File: src/rtl/fxp_pkg.sv
// Shared Q-format definitions for the fixed-point multiplier/divider pair.
// A word is {scale[2:0], mantissa[12:0]}, value = mantissa / 2^scale.
package fxp_pkg;

  localparam int SF_W    = 3;
  localparam int MANT_W  = 13;
  localparam int SHIFT_W = 14;                 // largest pre-shift of the dividend
  localparam int Q_W     = MANT_W + SHIFT_W;   // shifted-dividend / quotient width

  localparam logic [MANT_W-1:0] MANT_MAX = 13'h0FFF;
  localparam logic [MANT_W-1:0] MANT_MIN = 13'h1000;

  typedef enum logic [1:0] {IDLE, LOAD, ITER, DONE} div_state_t;

  typedef struct packed {
    logic        [SF_W-1:0] sf;
    logic signed [15:0]     mant;   // mantissa sign-extended to 16 bits
  } qword_t;

  // Split a Q-format word into its scale and sign-extended mantissa.
  function automatic qword_t q_unpack(input logic [15:0] w);
    qword_t r;
    r.sf   = w[15:13];
    r.mant = {{3{w[12]}}, w[12:0]};
    return r;
  endfunction

endpackage

File: src/rtl/divider_16bit_udiv_step.sv
// One combinational restoring-division step: shift the next dividend bit
// into the partial remainder and subtract the divisor when it fits.
module udiv_step
  import fxp_pkg::*;
(
  input  logic [MANT_W:0]   i_rem,
  input  logic [MANT_W-1:0] i_dvs,
  input  logic              i_bit,
  output logic [MANT_W:0]   o_rem,
  output logic              o_qbit
);

  logic [MANT_W+1:0] w_trial;

  assign w_trial = {i_rem, i_bit};
  assign o_qbit  = (w_trial >= {2'b00, i_dvs});
  // The remainder always stays below the divisor, so 14 bits hold it.
  assign o_rem   = o_qbit ? (w_trial[MANT_W:0] - {1'b0, i_dvs}) : w_trial[MANT_W:0];

endmodule

File: src/rtl/divider_16bit.sv
// Sequential Q-format divider: 27-step radix-2 restoring division of the
// pre-shifted dividend magnitude, then sign restore and saturation.
module divider_16bit #(
  parameter int WIDTH = 16,
  parameter int SF_W  = 3
) (
  input  logic             clk,
  input  logic             rst,
  input  logic             start,
  input  logic [WIDTH-1:0] dividend,
  input  logic [WIDTH-1:0] divisor,
  output logic             busy,
  output logic             done,
  output logic [WIDTH-1:0] out,
  output logic             overflow,
  output logic             div_by_zero
);
  import fxp_pkg::*;

  div_state_t r_state, w_next;

  logic [WIDTH-1:0]  r_dvd, r_dvs;
  logic [SF_W-1:0]   r_so;
  logic              r_neg, r_neg_a;
  logic [MANT_W-1:0] r_mag_b;
  logic [Q_W-1:0]    r_q;
  logic [MANT_W:0]   r_rem;
  logic [4:0]        r_cnt;
  logic              r_ld2;
  logic [WIDTH-1:0]  r_out;
  logic              r_ovf, r_dz;

  qword_t            w_ua, w_ub;
  logic [SF_W-1:0]   w_so;
  logic [3:0]        w_k;
  logic [MANT_W-1:0] w_mag_a;
  logic [Q_W-1:0]    w_sh;
  logic              w_b_zero;
  logic [MANT_W:0]   w_rem_nx;
  logic              w_qbit;
  logic [Q_W-1:0]    w_q_fin;
  logic [MANT_W:0]   w_sat;

  // Magnitude of a sign-extended mantissa; -4096 maps to 13'h1000.
  function automatic logic [MANT_W-1:0] f_mag(input logic signed [15:0] m);
    return MANT_W'(m[15] ? (16'd0 - m) : m);
  endfunction

  // Apply sign to the unsigned quotient and clamp to the mantissa range.
  // Returns {overflow, mantissa}; a zero quotient is always +0.
  function automatic logic [MANT_W:0] f_sat(input logic [Q_W-1:0] q, input logic neg);
    if (!neg) begin
      if (q > Q_W'(4095)) return {1'b1, MANT_MAX};
      return {1'b0, q[MANT_W-1:0]};
    end
    if (q > Q_W'(4096)) return {1'b1, MANT_MIN};
    return {1'b0, MANT_W'(13'd0 - q[MANT_W-1:0])};
  endfunction

  assign w_ua     = q_unpack(r_dvd);
  assign w_ub     = q_unpack(r_dvs);
  assign w_so     = (w_ua.sf > w_ub.sf) ? w_ua.sf : w_ub.sf;
  assign w_k      = 4'(w_so) - 4'(w_ua.sf) + 4'(w_ub.sf);
  assign w_mag_a  = f_mag(w_ua.mant);
  assign w_sh     = {{SHIFT_W{1'b0}}, w_mag_a} << w_k;
  assign w_b_zero = (w_ub.mant == 16'sd0);
  assign w_q_fin  = {r_q[Q_W-2:0], w_qbit};
  assign w_sat    = f_sat(w_q_fin, r_neg);

  udiv_step u_step (
    .i_rem  (r_rem),
    .i_dvs  (r_mag_b),
    .i_bit  (r_q[Q_W-1]),
    .o_rem  (w_rem_nx),
    .o_qbit (w_qbit)
  );

  // Next-state and handshake outputs.
  always_comb begin
    w_next = r_state;
    busy   = 1'b0;
    done   = 1'b0;
    unique case (r_state)
      IDLE: if (start) w_next = LOAD;
      LOAD: begin
        busy = 1'b1;
        // A zero divisor spends a second LOAD cycle to register the
        // saturated result, then skips the iteration entirely.
        if (r_ld2)         w_next = DONE;
        else if (!w_b_zero) w_next = ITER;
      end
      ITER: begin
        busy = 1'b1;
        if (r_cnt == 5'd26) w_next = DONE;
      end
      DONE: begin
        busy   = 1'b1;
        done   = 1'b1;
        w_next = IDLE;
      end
      default: w_next = IDLE;
    endcase
  end

  // Control state, step counter and registered results (reset applies here).
  always_ff @(posedge clk) begin
    if (rst) begin
      r_state <= IDLE;
      r_cnt   <= '0;
      r_ld2   <= 1'b0;
      r_out   <= '0;
      r_ovf   <= 1'b0;
      r_dz    <= 1'b0;
    end else begin
      r_state <= w_next;
      case (r_state)
        LOAD: begin
          r_cnt <= '0;
          r_ld2 <= !r_ld2 && w_b_zero;
          if (r_ld2) begin
            r_out <= {r_so, (r_neg_a ? MANT_MIN : MANT_MAX)};
            r_ovf <= 1'b1;
            r_dz  <= 1'b1;
          end
        end
        ITER: begin
          r_cnt <= r_cnt + 5'd1;
          if (r_cnt == 5'd26) begin
            r_out <= {r_so, w_sat[MANT_W-1:0]};
            r_ovf <= w_sat[MANT_W];
            r_dz  <= 1'b0;
          end
        end
        default: ;
      endcase
    end
  end

  // Datapath: operand capture, LOAD setup, one quotient bit per ITER cycle.
  always_ff @(posedge clk) begin
    if (r_state == IDLE && start) begin
      r_dvd <= dividend;
      r_dvs <= divisor;
    end
    if (r_state == LOAD && !r_ld2) begin
      r_so    <= w_so;
      r_neg   <= w_ua.mant[15] ^ w_ub.mant[15];
      r_neg_a <= w_ua.mant[15];
      r_mag_b <= f_mag(w_ub.mant);
      r_q     <= w_sh;
      r_rem   <= '0;
    end
    if (r_state == ITER) begin
      r_q   <= w_q_fin;
      r_rem <= w_rem_nx;
    end
  end

  assign out         = r_out;
  assign overflow    = r_ovf;
  assign div_by_zero = r_dz;

endmodule
File: config.mk
export PLATFORM = sky130hd
export DESIGN_NAME = divider_16bit
export DESIGN_NICKNAME = d
export VERILOG_FILES = /design/src/rtl/fxp_pkg.sv /design/src/rtl/divider_16bit_udiv_step.sv /design/src/rtl/divider_16bit.sv
export SDC_FILE = /design/constraint.sdc
export NUM_CORES = 1
export LEC_CHECK = 0
export CAP_MARGIN = 40
export CORE_MARGIN = 3
export CORE_UTILIZATION = 40
export DETAILED_ROUTE_END_ITERATION = 10
export PLACE_DENSITY_LB_ADDON = 0.12
export SYNTH_ARGS = -nofsm -noshare
export SYNTH_HDL_FRONTEND = slang
export SYNTH_SLANG_ARGS = --single-unit
File: constraint.sdc
create_clock -name clk -period 3.96 [get_ports clk]
set_input_delay 0.792 -clock clk [delete_from_list [all_inputs] [get_ports clk]]
set_output_delay 0.792 -clock clk [all_outputs]
set_load 0.01 [all_outputs]
==> results of run 1 <==
[flip-flops by register name, summed over array words and instances, names as in the netlist, 2 cells and up]
signal and count:
r_cnt 5, r_dvd 16, r_state 2, out 16, r_q 27, r_dvs 16, r_mag_b 13, r_so 3
r_rem 14
[area by class of cell]
| cell class | count | area, um2 |
|---|---|---|
| Inverter | 44 | 171 |
| Sequential cell | 117 | 3250 |
| Multi-Input combinational cell | 514 | 3630 |
| Clock buffer | 25 | 485 |
| Timing Repair Buffer | 87 | 806 |
| Tap cell | 225 | 282 |
| Fill cell | 1598 | 8590 |
| Clock inverter | 7 | 80.1 |
[logic make-up (layout without fill, tap and decap cells)]
group	after synthesis	in the layout	share of synthesized area
compound gates	195	195	0.187
simple gates	219	219	0.155
buf+inv	80	163	0.0456
xor+xnor	38	38	0.0480
fa+ha+maj	37	37	0.0675
mux	25	25	0.0381
flops	117	117	0.459
[path summary, 6_finish.rpt]
path / from / end / cells after the start
hold reg to reg: div_by_zero / div_by_zero / 2
hold / removal: div_by_zero / div_by_zero / 2
setup reg to reg: r_dvs[14] / r_q[13] / 17
setup / recovery: r_dvs[14] / r_q[13] / 17
[cells in the mapped netlist, types with 4 or more instances]
cell type   n  area share
edfxtp_1   91        0.39
nor2_1     59       0.031
nand2_1    58       0.031
a21oi_1    45       0.032
inv_1      42       0.022
o21ai_0    42       0.030
ha_1       35       0.062
clkbuf_1   26       0.014
dfxtp_1    26       0.073
xnor2_1    24       0.030
mux2i_1    20       0.028
a211oi_1   16       0.017
nand2b_1   16       0.014
o31ai_1    13       0.014
xor2_1     13       0.016
a31oi_1    12       0.011
nand3_1    12      0.0085
nor3_1     10      0.0071
nor4_1     10      0.0088
nand4_1     9      0.0079
a21o_1      8      0.0085
or3_1       7      0.0062
nor2b_1     6      0.0053
a221oi_1    5      0.0062
a32o_1      5      0.0071
and3_1      5      0.0044
a22o_1      4      0.0049
buf_1       4      0.0021
nand3b_1    4      0.0042
o211ai_1    4      0.0042
o21a_1      4      0.0042
or4_1       4      0.0042
[repair_timing]
action	4_1_cts	5_1_grt
endpoints found under the setup margin	3	33
hold buffers	0	0
pin swaps	0	10
buffers inserted	1	8
gates resized for setup	1	29
cloned	0	0
[per-layer routing]
metal / part of all wire / vias to the layer above / wire length, um / global-route usage
li1: - / 2784 / - / -
met1: 0.46 / 2719 / 7870 / 0.237
met2: 0.47 / 154 / 8090 / 0.283
met3: 0.042 / 27 / 723 / 0.0352
met4: 0.025 / 0 / 434 / 0.0824
met5: 0 / - / 0 / 0
[through the flow]
| step | utilization | cells | hold WS, ns | setup slack (ns) |
|---|---|---|---|---|
| 2_1_floorplan | - | 711 | 0.449 | 0.0365 |
| 3_3_place_gp | 0.460 | 978 | 0.466 | 0.0817 |
| 3_5_place_dp | 0.460 | 978 | 0.466 | -0.0618 |
| 4_1_cts | 0.493 | 1011 | 0.475 | 0.00618 |
| 5_1_grt | 0.504 | 1019 | 0.506 | -0.0500 |
| 6_report | 0.504 | 1019 | 0.471 | 0.139 |
[critical path, cell delays in order (launching register included)]
cell	delay, ns
edfxtp_1	0.43
ha_4	0.30
nor2b_4	0.12
o21ai_1	0.06
nand2b_1	0.11
inv_2	0.05
a31oi_4	0.15
mux2i_1	0.25
ha_1	0.27
inv_2	0.08
ha_4	0.23
or4b_2	0.62
a21oi_2	0.17
a221oi_2	0.07
or3_1	0.40
o21ai_2	0.08
o21a_1	0.15
a32o_1	0.15
==> flow_summary.ini, run 1 <==
[run]
maxCapViolCount = 0

[floorplanning]
num_io_pins = 55
die_area_um2 = 19300
die-height_um = 139
start_util = 0.410
coreArea_um2 = 17300
rows = 48
die_w_um = 139

[timing]
fin_crit_sh = 0.965
drv_slew = 0
max_freq_mhz = 262
fin_tns_setup_ns = 0
finalSetupViolCount = 0
worst_clock_skew_ns = 0.0154
tightest_slew_ns = 0.828
slew-limit-headroom = 0.448
hold_violations = 0
finalCriticalPeriod_ns = 3.82

[detailed_routing]
first_pass_iters = 5
drt_iter0_drc = 372
vias_per_cell = 5.58
ant_nets = 0
wirelength_mm = 17.1
wire_per_inst_um = 16.8
vias = 5684
drc = 0

[grt]
grtUsageTotal = 0.178
grt_pass1_wl_mm = 28.1
antenna_found_initial = 0
grt_max_degree = 44
grt_overflow_total = 0
grt_pass1_vias = 5555

[clock_network]
clock_path_buffers = 2
clk_latency_ns = 0.42
htree_levels = 4
cts_tree = built
clock_sinks = 117
cts_root_buf = clkbuf_16
clk_pin_slew_ns = 0.05
cts_buffers = 17

[critical_path]
end_kind = flop
rrSetupSlack_ns = 0.14
crit_path_start_kind = flop
timing_worst_setup_path_type = flop to flop
cp.arrival_ns = 4.10
crit_fanout = 7
cp.required_ns = 4.24

[cells_and_area]
final_net_count = 853
layout_common_cells = edfxtp_1 (91), nor2_1 (59), nand2_1 (58), clkdlybuf4s50_1 (54), a21oi_1 (42)
final_common_cell = edfxtp_1
antenna_cells = 0
fin_area_um2 = 8710
drive_gt1_frac = 0.127
syn2layout_area_growth_pct = 23.0

[place]
placed_area_um2 = 7950
dp_hpwl_mm = 12.2
io_buffer_count = 54
gp_routability_congestion = 0.867

[yosys]
synth_edf_count = 91
async_reset_ff_frac = 0
syn_area_um2 = 7080
synth_top_flop_cell = edfxtp_1
ys_types = 77
syn_inst = 711
ys_warn_count = 0
syn_area_per_cell_um2 = 9.96
ys_seq_elements = 117
synth_fp_nets = 783
ys_seq_area_frac = 0.459

[run_status]
status = finished clean

[hold_path]
hold_class = flop to flop
Power of run 1 is not shown: default switching activity piles up to over one toggle a cycle in this logic, so the estimate is an artifact.
==> run 2, diff against run 1 <==
CTS_BUF_LIST = sky130_fd_sc_hd__clkbuf_8   (was not set)
==> run 2 against run 1 <==
Against the previous run: worst hold slack improved by 0.0046 ns; critical path depth is the same; first-iteration DRC count rose by 8.3%; non-clock buffer count is 2 lower; sequential cell count unchanged.
==> flow_summary.ini, run 2 (synthesized netlist as in run 1, its figures left out) <==
[clock_network]
cts_tree = built
clock_path_buffers = 2
clk_latency_ns = 0.43
htree_levels = 4
clk_pin_slew_ns = 0.07
cts_root_buf = clkbuf_8
clock_sinks = 117
cts_buffers = 17

[detailed_routing]
wirelength_met1_mm = 7.63
met3_length_um = 921
wl_met2_mm = 7.97
drt_iter0_drc = 403
drc = 0
wirelength_mm = 16.9
vias_per_cell = 5.57
vias = 5669
wire_per_inst_um = 16.6
ant_nets = 0
first_pass_iters = 5
top_layer = met4

[place]
gp_routability_congestion = 0.867
io_buffer_count = 54
placedCellCount = 978
dp_hpwl_mm = 12.2

[grt]
grt_max_degree = 44
grtUsageTotal = 0.176
grt_pass1_wl_mm = 28.0
grt_overflow_total = 0
grt_pass1_vias = 5549
antenna_found_initial = 0

[timing]
max_freq_mhz = 265
hold_violations = 0
finalCriticalPeriod_ns = 3.77
fin_tns_setup_ns = 0
slew-limit-headroom = 0.460
tightest_slew_ns = 0.810
finalSetupViolCount = 0
worst_clock_skew_ns = 0.0113
drv_slew = 0
fin_crit_sh = 0.952
fin_worst_hold_slack_ns = 0.476

[cells_and_area]
fin_cells = 1017
fin_util = 0.493
antenna_cells = 0
drive_gt1_frac = 0.125
largest_reg_flops = 27
largest-register = r_q
final_common_cell = edfxtp_1
final_net_count = 851
n_fill_cell = 1616
layout_common_cells = edfxtp_1 (91), nor2_1 (59), nand2_1 (58), clkdlybuf4s50_1 (54), inv_1 (46)
syn2layout_area_growth_pct = 20.3

[critical_path]
cp.required_ns = 4.25
critical_path.max_stage_delay_ns = 0.62
cp_cell_sequence = ha_4 > nor2b_1 > o21ai_1 > nand2b_1 > inv_1 > a31oi_4 > mux2i_1 > ha_1 > inv_2 > ha_4 > or4b_2 > a21oi_2 > a221oi_2 > or3_1 > o21ai_2 > o21a_1 > a32o_1
r2r_cells = 17
startpoint = r_dvs[14]
end_kind = flop
crit_slowest_cell = or4b_2
cp-endpoint = r_q[13]
rrSetupSlack_ns = 0.19
cp.arrival_ns = 4.06
timing_worst_setup_path_type = flop to flop
r2r_start = r_dvs[14]
crit_fanout = 7
crit_path_start_kind = flop
r2r_end = r_q[13]
crit_top_cell = ha_4

[floorplanning]
die_w_um = 139
coreArea_um2 = 17300
die-height_um = 139
start_util = 0.410
die_area_um2 = 19300
rows = 48
num_io_pins = 55

[run_status]
status = finished clean

[hold_path]
hold_class = flop to flop

[run]
maxCapViolCount = 0
run 2: changes by cell type in the layout (fill, tap and decap cells not counted), sizes merged:
cell / previous run / this run
buf: 33 / 31
inv: 43 / 48
clkbuf: 25 / 20
run 2: cell type report:
class	instances	area [um2]	area share
clock buffers	20	275	0.0323
clock inverters	12	98.8	0.0116
inverters	44	171	0.0201
multi-input cells	514	3650	0.428
flip-flops and latches	117	3250	0.382
well taps	225	282	0.0330
repair buffers	85	793	0.0931
run 2: what timing repair did:
action,CTS,global route
endpoints found under the hold margin,0,0
pin swaps,0,9
setup buffers,1,6
resized for setup,1,33
endpoints found under the setup margin,3,33
hold buffers,0,0
run 2: worst min-delay path by stage:
stage          cells past startpoint           to        start
3_3_place_gp                       2     overflow     overflow
4_1_cts                            2  div_by_zero  div_by_zero
2_1_floorplan                      0      r_neg_a    r_dvd[12]
6_report                           2     overflow     overflow
3_5_place_dp                       2  div_by_zero  div_by_zero
5_1_grt                            2  div_by_zero  div_by_zero
run 2: layer usage:
metal,global-route usage,vias to the layer above
met5,0,-
met4,0.0608,0
met3,0.0410,25
met2,0.284,167
met1,0.233,2696
li1,-,2781
run 2: worst max-delay path, delay by kind of cell, from the launching register on:
family / cells / cell delay [ns]
compound gates: 7 / 0.83
fa+ha+maj: 3 / 0.79
buf+inv: 2 / 0.15
flops: 1 / 0.44
mux: 1 / 0.25
simple gates: 4 / 1.17
run 2: stage by stage:
stage,area [um2],worst slack (ns)
floorplan,7090,0.0365
global placement,7950,0.0817
detailed placement,7950,-0.0618
CTS,8330,0.00202
global route,8520,-0.0428
finish,8520,0.192
Power of run 2 is left out for the same reason.
